**src/rtl/rv32i_pkg.sv**
```systemverilog
// Shared rv32i pipeline types and constants used by the fetch stage and IF/ID register.
// Pure declarations: no timing or flow control of its own.
package rv32i_pkg;

    typedef enum logic [1:0] {
        REQ  = 2'd0,
        WAIT = 2'd1,
        HOLD = 2'd2
    } fetch_state_t;

    localparam logic [31:0] NOP_INSTR        = 32'h0000_0013;
    localparam logic [31:0] RESET_PC_DEFAULT = 32'h0000_0000;

endpackage

```
**src/rtl/fetch_stage_if_id.sv**
```systemverilog
// IF/ID pipeline register: bubble insertion with flush > stall > load priority; loads in 1 cycle.
// Stall holds every field; a cycle with neither stall nor load leaves a bubble (valid drops).
module if_id_reg
    import rv32i_pkg::*;
#(
    parameter int XLEN = 32
) (
    input  logic            clk,
    input  logic            rst,
    input  logic            flush_i,
    input  logic            stall_i,
    input  logic            load_i,
    input  logic [31:0]     instr_i,
    input  logic [XLEN-1:0] pc_i,
    output logic [31:0]     instr_o,
    output logic [XLEN-1:0] pc_o,
    output logic [XLEN-1:0] pc_plus4_o,
    output logic            valid_o
);

    logic [31:0]     instr_q, instr_d;
    logic [XLEN-1:0] pc_q, pc_d;
    logic [XLEN-1:0] pc4_q, pc4_d;
    logic            valid_q, valid_d;

    always_comb begin
        instr_d = instr_q;
        pc_d    = pc_q;
        pc4_d   = pc4_q;
        valid_d = valid_q;
        if (flush_i) begin
            // PCs are left alone on a flush; only the instruction becomes a NOP bubble.
            instr_d = NOP_INSTR;
            valid_d = 1'b0;
        end else if (!stall_i) begin
            if (load_i) begin
                instr_d = instr_i;
                pc_d    = pc_i;
                pc4_d   = pc_i + XLEN'(4);
                valid_d = 1'b1;
            end else begin
                valid_d = 1'b0;
            end
        end
    end

    always_ff @(posedge clk) begin
        if (rst) begin
            instr_q <= NOP_INSTR;
            pc_q    <= '0;
            pc4_q   <= '0;
            valid_q <= 1'b0;
        end else begin
            instr_q <= instr_d;
            pc_q    <= pc_d;
            pc4_q   <= pc4_d;
            valid_q <= valid_d;
        end
    end

    assign instr_o    = instr_q;
    assign pc_o       = pc_q;
    assign pc_plus4_o = pc4_q;
    assign valid_o    = valid_q;

endmodule

```
**src/rtl/fetch_stage.sv**
```systemverilog
// rv32i fetch stage: one outstanding imem request, 2 cycles request-to-IF/ID with zero-wait memory.
// stallF blocks new requests; a response arriving under stallD parks in a one-entry hold buffer.
module fetch_stage
    import rv32i_pkg::*;
#(
    parameter int              XLEN     = 32,
    parameter logic [XLEN-1:0] RESET_PC = XLEN'(RESET_PC_DEFAULT)
) (
    input  logic            clk,
    input  logic            rst,
    input  logic            stallF,
    input  logic            flushF,
    input  logic            stallD,
    input  logic            flushD,
    input  logic            PCSrcE,
    input  logic [XLEN-1:0] PCTargetE,
    output logic            imem_req,
    output logic [XLEN-1:0] imem_addr,
    input  logic            imem_gnt,
    input  logic            imem_rvalid,
    input  logic [31:0]     imem_rdata,
    output logic [31:0]     InstrD,
    output logic [XLEN-1:0] PCD,
    output logic [XLEN-1:0] PCPlus4D,
    output logic            validD
);

    fetch_state_t    state_q, state_d;
    logic [XLEN-1:0] pcf_q, pcf_d;
    logic [XLEN-1:0] pc_fly_q, pc_fly_d;
    logic [XLEN-1:0] hold_pc_q, hold_pc_d;
    logic [31:0]     hold_instr_q, hold_instr_d;
    logic            kill_q, kill_d;

    logic [XLEN-1:0] target;
    logic            discard;
    logic            req;
    logic            accepted;
    logic            load_ifid;
    logic [31:0]     ifid_instr;
    logic [XLEN-1:0] ifid_pc;

    assign target   = PCTargetE & ~{{(XLEN-2){1'b0}}, 2'b11};
    assign discard  = PCSrcE | flushF;
    assign req      = (state_q == REQ) && !stallF && !kill_q && !rst;
    assign accepted = req && imem_gnt;

    assign imem_req  = req;
    assign imem_addr = pcf_q;

    always_comb begin
        state_d      = state_q;
        pcf_d        = pcf_q;
        pc_fly_d     = pc_fly_q;
        kill_d       = kill_q;
        hold_pc_d    = hold_pc_q;
        hold_instr_d = hold_instr_q;
        load_ifid    = 1'b0;
        ifid_instr   = imem_rdata;
        ifid_pc      = pc_fly_q;

        if (PCSrcE) begin
            pcf_d = target;
        end

        case (state_q)
            REQ: begin
                if (accepted) begin
                    pc_fly_d = pcf_q;
                    state_d  = WAIT;
                    // A request granted alongside a discard is already stale; flushF refetches the same PC.
                    if (discard) begin
                        kill_d = 1'b1;
                    end else begin
                        pcf_d = pcf_q + XLEN'(4);
                    end
                end
            end
            WAIT: begin
                if (imem_rvalid) begin
                    state_d = REQ;
                    kill_d  = 1'b0;
                    if (!kill_q && !discard && !flushD) begin
                        if (!stallD) begin
                            load_ifid = 1'b1;
                        end else begin
                            hold_instr_d = imem_rdata;
                            hold_pc_d    = pc_fly_q;
                            state_d      = HOLD;
                        end
                    end
                end else if (discard) begin
                    kill_d = 1'b1;
                end
            end
            HOLD: begin
                if (discard || flushD) begin
                    state_d = REQ;
                end else if (!stallD) begin
                    load_ifid  = 1'b1;
                    ifid_instr = hold_instr_q;
                    ifid_pc    = hold_pc_q;
                    state_d    = REQ;
                end
            end
            default: begin
                state_d = REQ;
            end
        endcase
    end

    always_ff @(posedge clk) begin
        if (rst) begin
            state_q      <= REQ;
            pcf_q        <= RESET_PC;
            pc_fly_q     <= RESET_PC;
            kill_q       <= 1'b0;
            hold_pc_q    <= RESET_PC;
            hold_instr_q <= NOP_INSTR;
        end else begin
            state_q      <= state_d;
            pcf_q        <= pcf_d;
            pc_fly_q     <= pc_fly_d;
            kill_q       <= kill_d;
            hold_pc_q    <= hold_pc_d;
            hold_instr_q <= hold_instr_d;
        end
    end

    if_id_reg #(
        .XLEN(XLEN)
    ) u_if_id (
        .clk        (clk),
        .rst        (rst),
        .flush_i    (flushD),
        .stall_i    (stallD),
        .load_i     (load_ifid),
        .instr_i    (ifid_instr),
        .pc_i       (ifid_pc),
        .instr_o    (InstrD),
        .pc_o       (PCD),
        .pc_plus4_o (PCPlus4D),
        .valid_o    (validD)
    );

endmodule

```
**config.mk**
```make
export PLATFORM = sky130hd
export DESIGN_NAME = fetch_stage
export DESIGN_NICKNAME = d
export VERILOG_FILES = /design/src/rtl/rv32i_pkg.sv /design/src/rtl/fetch_stage_if_id.sv /design/src/rtl/fetch_stage.sv
export SDC_FILE = /design/constraint.sdc
export NUM_CORES = 1
export LEC_CHECK = 0
export CAP_MARGIN = 20
export CORE_MARGIN = 3
export CORE_UTILIZATION = 45
export CTS_CLUSTER_DIAMETER = 60
export DETAILED_ROUTE_END_ITERATION = 12
export GPL_TIMING_DRIVEN = 1
export PLACE_DENSITY = 0.77
export SYNTH_ARGS = -nofsm -noshare
export SYNTH_HDL_FRONTEND = slang
export SYNTH_SLANG_ARGS = --single-unit
```
**constraint.sdc**
```tcl
create_clock -name clk -period 3.5 [get_ports clk]
set_input_delay 0.7 -clock clk [delete_from_list [all_inputs] [get_ports clk]]
set_output_delay 0.7 -clock clk [all_outputs]
set_load 0.05 [all_outputs]
```
==> summary.md <==
Per report_power, the combinational group accounts for 7.9% of the total. The count of input and output buffers was 200. The max-slew violation count came out at 0. The proportion of total power due to net switching came out at 23.8%. The initialized floorplan defines 54 standard-cell rows.

The layout cell share with drive strength beyond 1 was 7.01%; the number of sinks on the clock net was 226. First-pass iteration count of the detailed router: 5. The commonest cells after synthesis are 322 x sky130_fd_sc_hd__nand2_1, 226 x sky130_fd_sc_hd__dfxtp_1, 134 x sky130_fd_sc_hd__a21oi_1, 114 x sky130_fd_sc_hd__nor2_1, 85 x sky130_fd_sc_hd__clkbuf_1. On the worst path, the slowest cell contributes a delay of 0.56 ns. Yosys printed 0 warnings. The post-synthesis to final-layout area growth is 30.0%, and the total half-perimeter wirelength after legalization and detailed placement is 20100 µm. The cell with the most instances after synthesis is sky130_fd_sc_hd__nand2_1. The die covers 24900 µm². Clock root buffer: sky130_fd_sc_hd__clkbuf_16.

By area, the combinational part of the netlist is dominated by simple AND/OR/NAND/NOR gates. The largest individual stage delay along the critical path comes from the cell sky130_fd_sc_hd__or4b_4. The internal power was 4.42 mW. Timing would allow up to 339 MHz. The number of antenna violations at the first check in global routing came out at 2. The share of the synthesized area in the top cell type was 43.7%. The logs give 864 for the detailed router's first-iteration violation count and 1.38 mW for the net switching component of the power.

The final number of hold-violating endpoints was 0; the data required time of the worst path was 3.91 ns. The number of gates resized after CTS was 0. After routing, the total negative slack on setup checks comes to 0 ns.

For the area of all placed cells without fillers, the log shows 13500 µm². For the count of placed standard cells including taps, the log shows 1730. The flow ran to the end, and the final reports show no timing, DRC or antenna violations. The wire length of the first global-routing pass was 47600 µm. For this configuration, the core starts out at a cell density of 46.6%. The arrival time at the worst endpoint came out at 3.37 ns. The repair_antennas step left the layout with diodes totalling 0. Source-to-sink clock delay at the later pin of the worst-skew pair: 0.53 ns. The count of flip-flops with a built-in enable after synthesis is 0, and the xor and xnor fraction of the mapped netlist area is 1.61%.

The count of nets left with antenna violations once routing finished came out at 0. Post-CTS timing repair inserted 0 buffers for setup. The worst path uses 84.4% of the clock period. The most frequently used flop master after synthesis was sky130_fd_sc_hd__dfxtp_1. The portion of netlist area occupied by mux cells was 3.63%; the maximum clock path buffer count was 3.

At the pin with the least slew margin, the transition time is 0.665 ns. In this run the vertical extent of the chip is 158 µm. Clock skew on the completed layout was measured at 0.0143 ns.

The worst setup path is of the primary input to flip-flop kind. The largest total area in the synthesized netlist belongs to sky130_fd_sc_hd__dfxtp_1. In the routed design, unresolved DRC markers number 0. The tools report the sequential fraction of design power as 45.9%.

Max-cap violations in this run came to 0. Sequential fraction of the synthesis area: 43.7%. The clock period minus final worst setup slack is 2.95 ns, and the post-synthesis share of cell area spent on and, or, nand and nor gates is 26.5%. The run gives 134 as the maximum number of pins on one net before global-route repair.

The worst pin sits at a relative slew slack of 54.4%. Dividing the detail-routed wire length by the instance count gives 16.6 µm. Of the total power, the clock network draws 46.1%. Setup repair after global routing left no endpoint under its margin. The post-synthesis area per instance is 7.86 µm². The floorplan step set the die width to 158 µm. On the critical path the largest part of the delay comes from simple AND/OR/NAND/NOR gates. IR analysis of the VDD net gives a maximum drop of 0.303 mV.

After clock tree synthesis, the clock-pin slew on the worst setup and hold paths is 0.06 ns. The depth of the CTS H-tree was 1. In this run the cell area measured after placement is 12600 µm². The compound-cell area share of the yosys netlist works out to 19.4%. The synthesized design contains 226 register bits. Along the worst path, the maximum fanout reaches 47. At the end of the flow, the number of nets in the layout was 1557. The finished layout holds 1777 standard cells, fillers aside. The tools report the kind of end point of the critical path as a flip-flop. The cell area that synthesis handed to floorplanning was 10400 µm². TritonCTS built the clock tree. Detailed routing inserted a total of 10000 vias. Setup violations remaining at the end of the flow were counted as 0. The async set-reset flop share out of synthesis is 0%, and the power density relative to cell area is 431 nW/µm². The routed design has 29500 µm of wire. After global routing the overflow that remains totals 0.

Together, buffers and inverters on the worst path number 2. The number of different library cells used by synthesis comes to 66. Global routing consumed, over all layers together, 23.1% of the routing resources.

Buffers inserted during clock tree synthesis total 26. In this run the count of I/O pins placed on the die edge is 203. The path class of the lowest-slack min-delay path is flip-flop to flip-flop.

The via count of the first global-routing pass was 9259; the final weighted congestion in routability-driven placement was 0.899. The analysis attributes to cell leakage a power of 4.60 nW. Sorting the synthesized cells by area gives the leading types as sky130_fd_sc_hd__dfxtp_1 44%, sky130_fd_sc_hd__nand2_1 12%, sky130_fd_sc_hd__a21oi_1 6.5%. The tightest hold path in the finished design has a slack of 0.448 ns. Using the TritonRoute via totals, the vias-per-cell ratio works out to 5.63.

STA classifies the critical path startpoint as a primary input. Counting every net in the synthesized netlist gives 1396. The core region is 22200 µm².

After technology mapping, the gate count stands at 1317. Walking the worst path, the cells encountered are clkdlybuf4s50_1 > or4b_4 > buf_4 > nor4_2 > o22ai_2 > nor3_4 > nor3_1 > a311o_1. For the count of hold-fix buffers inserted at cts, the log shows 0. The run gives 5.80 mW as the overall power. Summing the areas of all fa, ha and maj instances in the mapped netlist gives 0.725% of the synthesized area.
[layout make-up]
| cell class | instances | area [µm²] |
|---|---|---|
| clock buffer | 42 | 832 |
| clock inverter | 5 | 35.0 |
| fill | 1906 | 8770 |
| inverter | 13 | 48.8 |
| multi-input combinational | 978 | 5390 |
| sequential | 226 | 4520 |
| tap | 280 | 350 |
| timing repair buffer | 233 | 2280 |
[through the flow]
step           utilization, %  worst slack (ns)
3_3_place_gp             56.6             0.107
5_1_grt                  60.5             0.331
6_report                 60.5             0.546
3_5_place_dp             56.6            0.0515
4_1_cts                  60.5             0.577
2_1_floorplan               -             0.106
[metal layers]
layer	wire, µm	vias up	GRT usage, %
li1	-	4991	-
met1	13400	4551	32.5
met2	13100	396	36.3
met3	2310	58	4.54
met4	691	4	6.53
met5	27	-	0
[state kept, by name (all words and copies together), names as in the netlist]
signal	flops
state_q	2
u_if_id.valid_o	1
u_if_id.instr_o	32
imem_addr	32
pc_fly_q	32
kill_q	1
hold_instr_q	32
u_if_id.pc_o	30
u_if_id.pc_plus4_o	32
hold_pc_q	32
[final timing paths]
| check | from | end | slack (ns) | cells after the start |
|---|---|---|---|---|
| setup / recovery | flushD | u_if_id.pc_plus4_o[21] | 0.55 | 8 |
| hold / removal | hold_instr_q[5] | hold_instr_q[5] | 0.45 | 2 |
| setup reg to reg | state_q[0] | u_if_id.pc_plus4_o[21] | 0.63 | 9 |
| hold reg to reg | hold_instr_q[5] | hold_instr_q[5] | 0.45 | 2 |
[cells by family (layout without fill, tap and decap cells)]
| family | after synthesis | count (layout) |
|---|---|---|
| DFF | 226 | 226 |
| adders and majority gates | 6 | 6 |
| buffers and inverters | 113 | 293 |
| xor gates and xnor gates | 19 | 19 |
| and+or+nand+nor | 610 | 610 |
| AOI/OAI and AO/OA | 306 | 306 |
| muxes | 37 | 37 |
[cells in the final DEF (no fill, tap or decap), types with 4 or more instances in the layout]
cell type / count
sky130_fd_sc_hd__nand2_1: 320
sky130_fd_sc_hd__dfxtp_1: 226
sky130_fd_sc_hd__clkdlybuf4s50_1: 197
sky130_fd_sc_hd__a21oi_1: 134
sky130_fd_sc_hd__nor2_1: 114
sky130_fd_sc_hd__nand3_1: 39
sky130_fd_sc_hd__a311oi_1: 37
sky130_fd_sc_hd__mux2i_1: 33
sky130_fd_sc_hd__o21ai_0: 32
sky130_fd_sc_hd__buf_4: 32
sky130_fd_sc_hd__a211oi_1: 30
sky130_fd_sc_hd__clkbuf_16: 27
sky130_fd_sc_hd__nand4_1: 26
sky130_fd_sc_hd__nor3_1: 26
sky130_fd_sc_hd__and3_1: 17
sky130_fd_sc_hd__a31oi_1: 13
sky130_fd_sc_hd__nor4_1: 12
sky130_fd_sc_hd__o311ai_0: 12
sky130_fd_sc_hd__xnor2_1: 12
sky130_fd_sc_hd__inv_1: 12
sky130_fd_sc_hd__clkbuf_8: 10
sky130_fd_sc_hd__o211ai_1: 9
sky130_fd_sc_hd__nand2b_1: 8
sky130_fd_sc_hd__o31a_1: 7
sky130_fd_sc_hd__and2_1: 7
sky130_fd_sc_hd__xor2_1: 7
sky130_fd_sc_hd__and4_1: 6
sky130_fd_sc_hd__ha_1: 6
sky130_fd_sc_hd__or2_2: 5
sky130_fd_sc_hd__nor2b_1: 5
sky130_fd_sc_hd__clkbuf_1: 5
sky130_fd_sc_hd__mux2_2: 4
sky130_fd_sc_hd__or3_1: 4
[power by group through the flow]
stage | clock network (mW) | logic, mW | registers [mW]
CTS | 2.71 | 0.460 | 2.66
floorplan | 0 | 0.193 | 2.77
finish | 2.67 | 0.460 | 2.66
detailed placement | 0 | 0.456 | 2.72
global route | 2.82 | 0.497 | 2.67
global placement | 0 | 0.450 | 2.72
[worst register-to-register path: cells and delay by family (launching register included)]
| kind | cells | cell delay (ns) |
|---|---|---|
| adder cells (fa/ha/maj) | 1 | 0.19 |
| buffers and inverters | 2 | 0.44 |
| flip-flops | 1 | 0.32 |
| AO/OA/AOI/OAI | 2 | 0.52 |
| AND/OR/NAND/NOR | 4 | 1.32 |
Power figures use the tool's default switching activity.
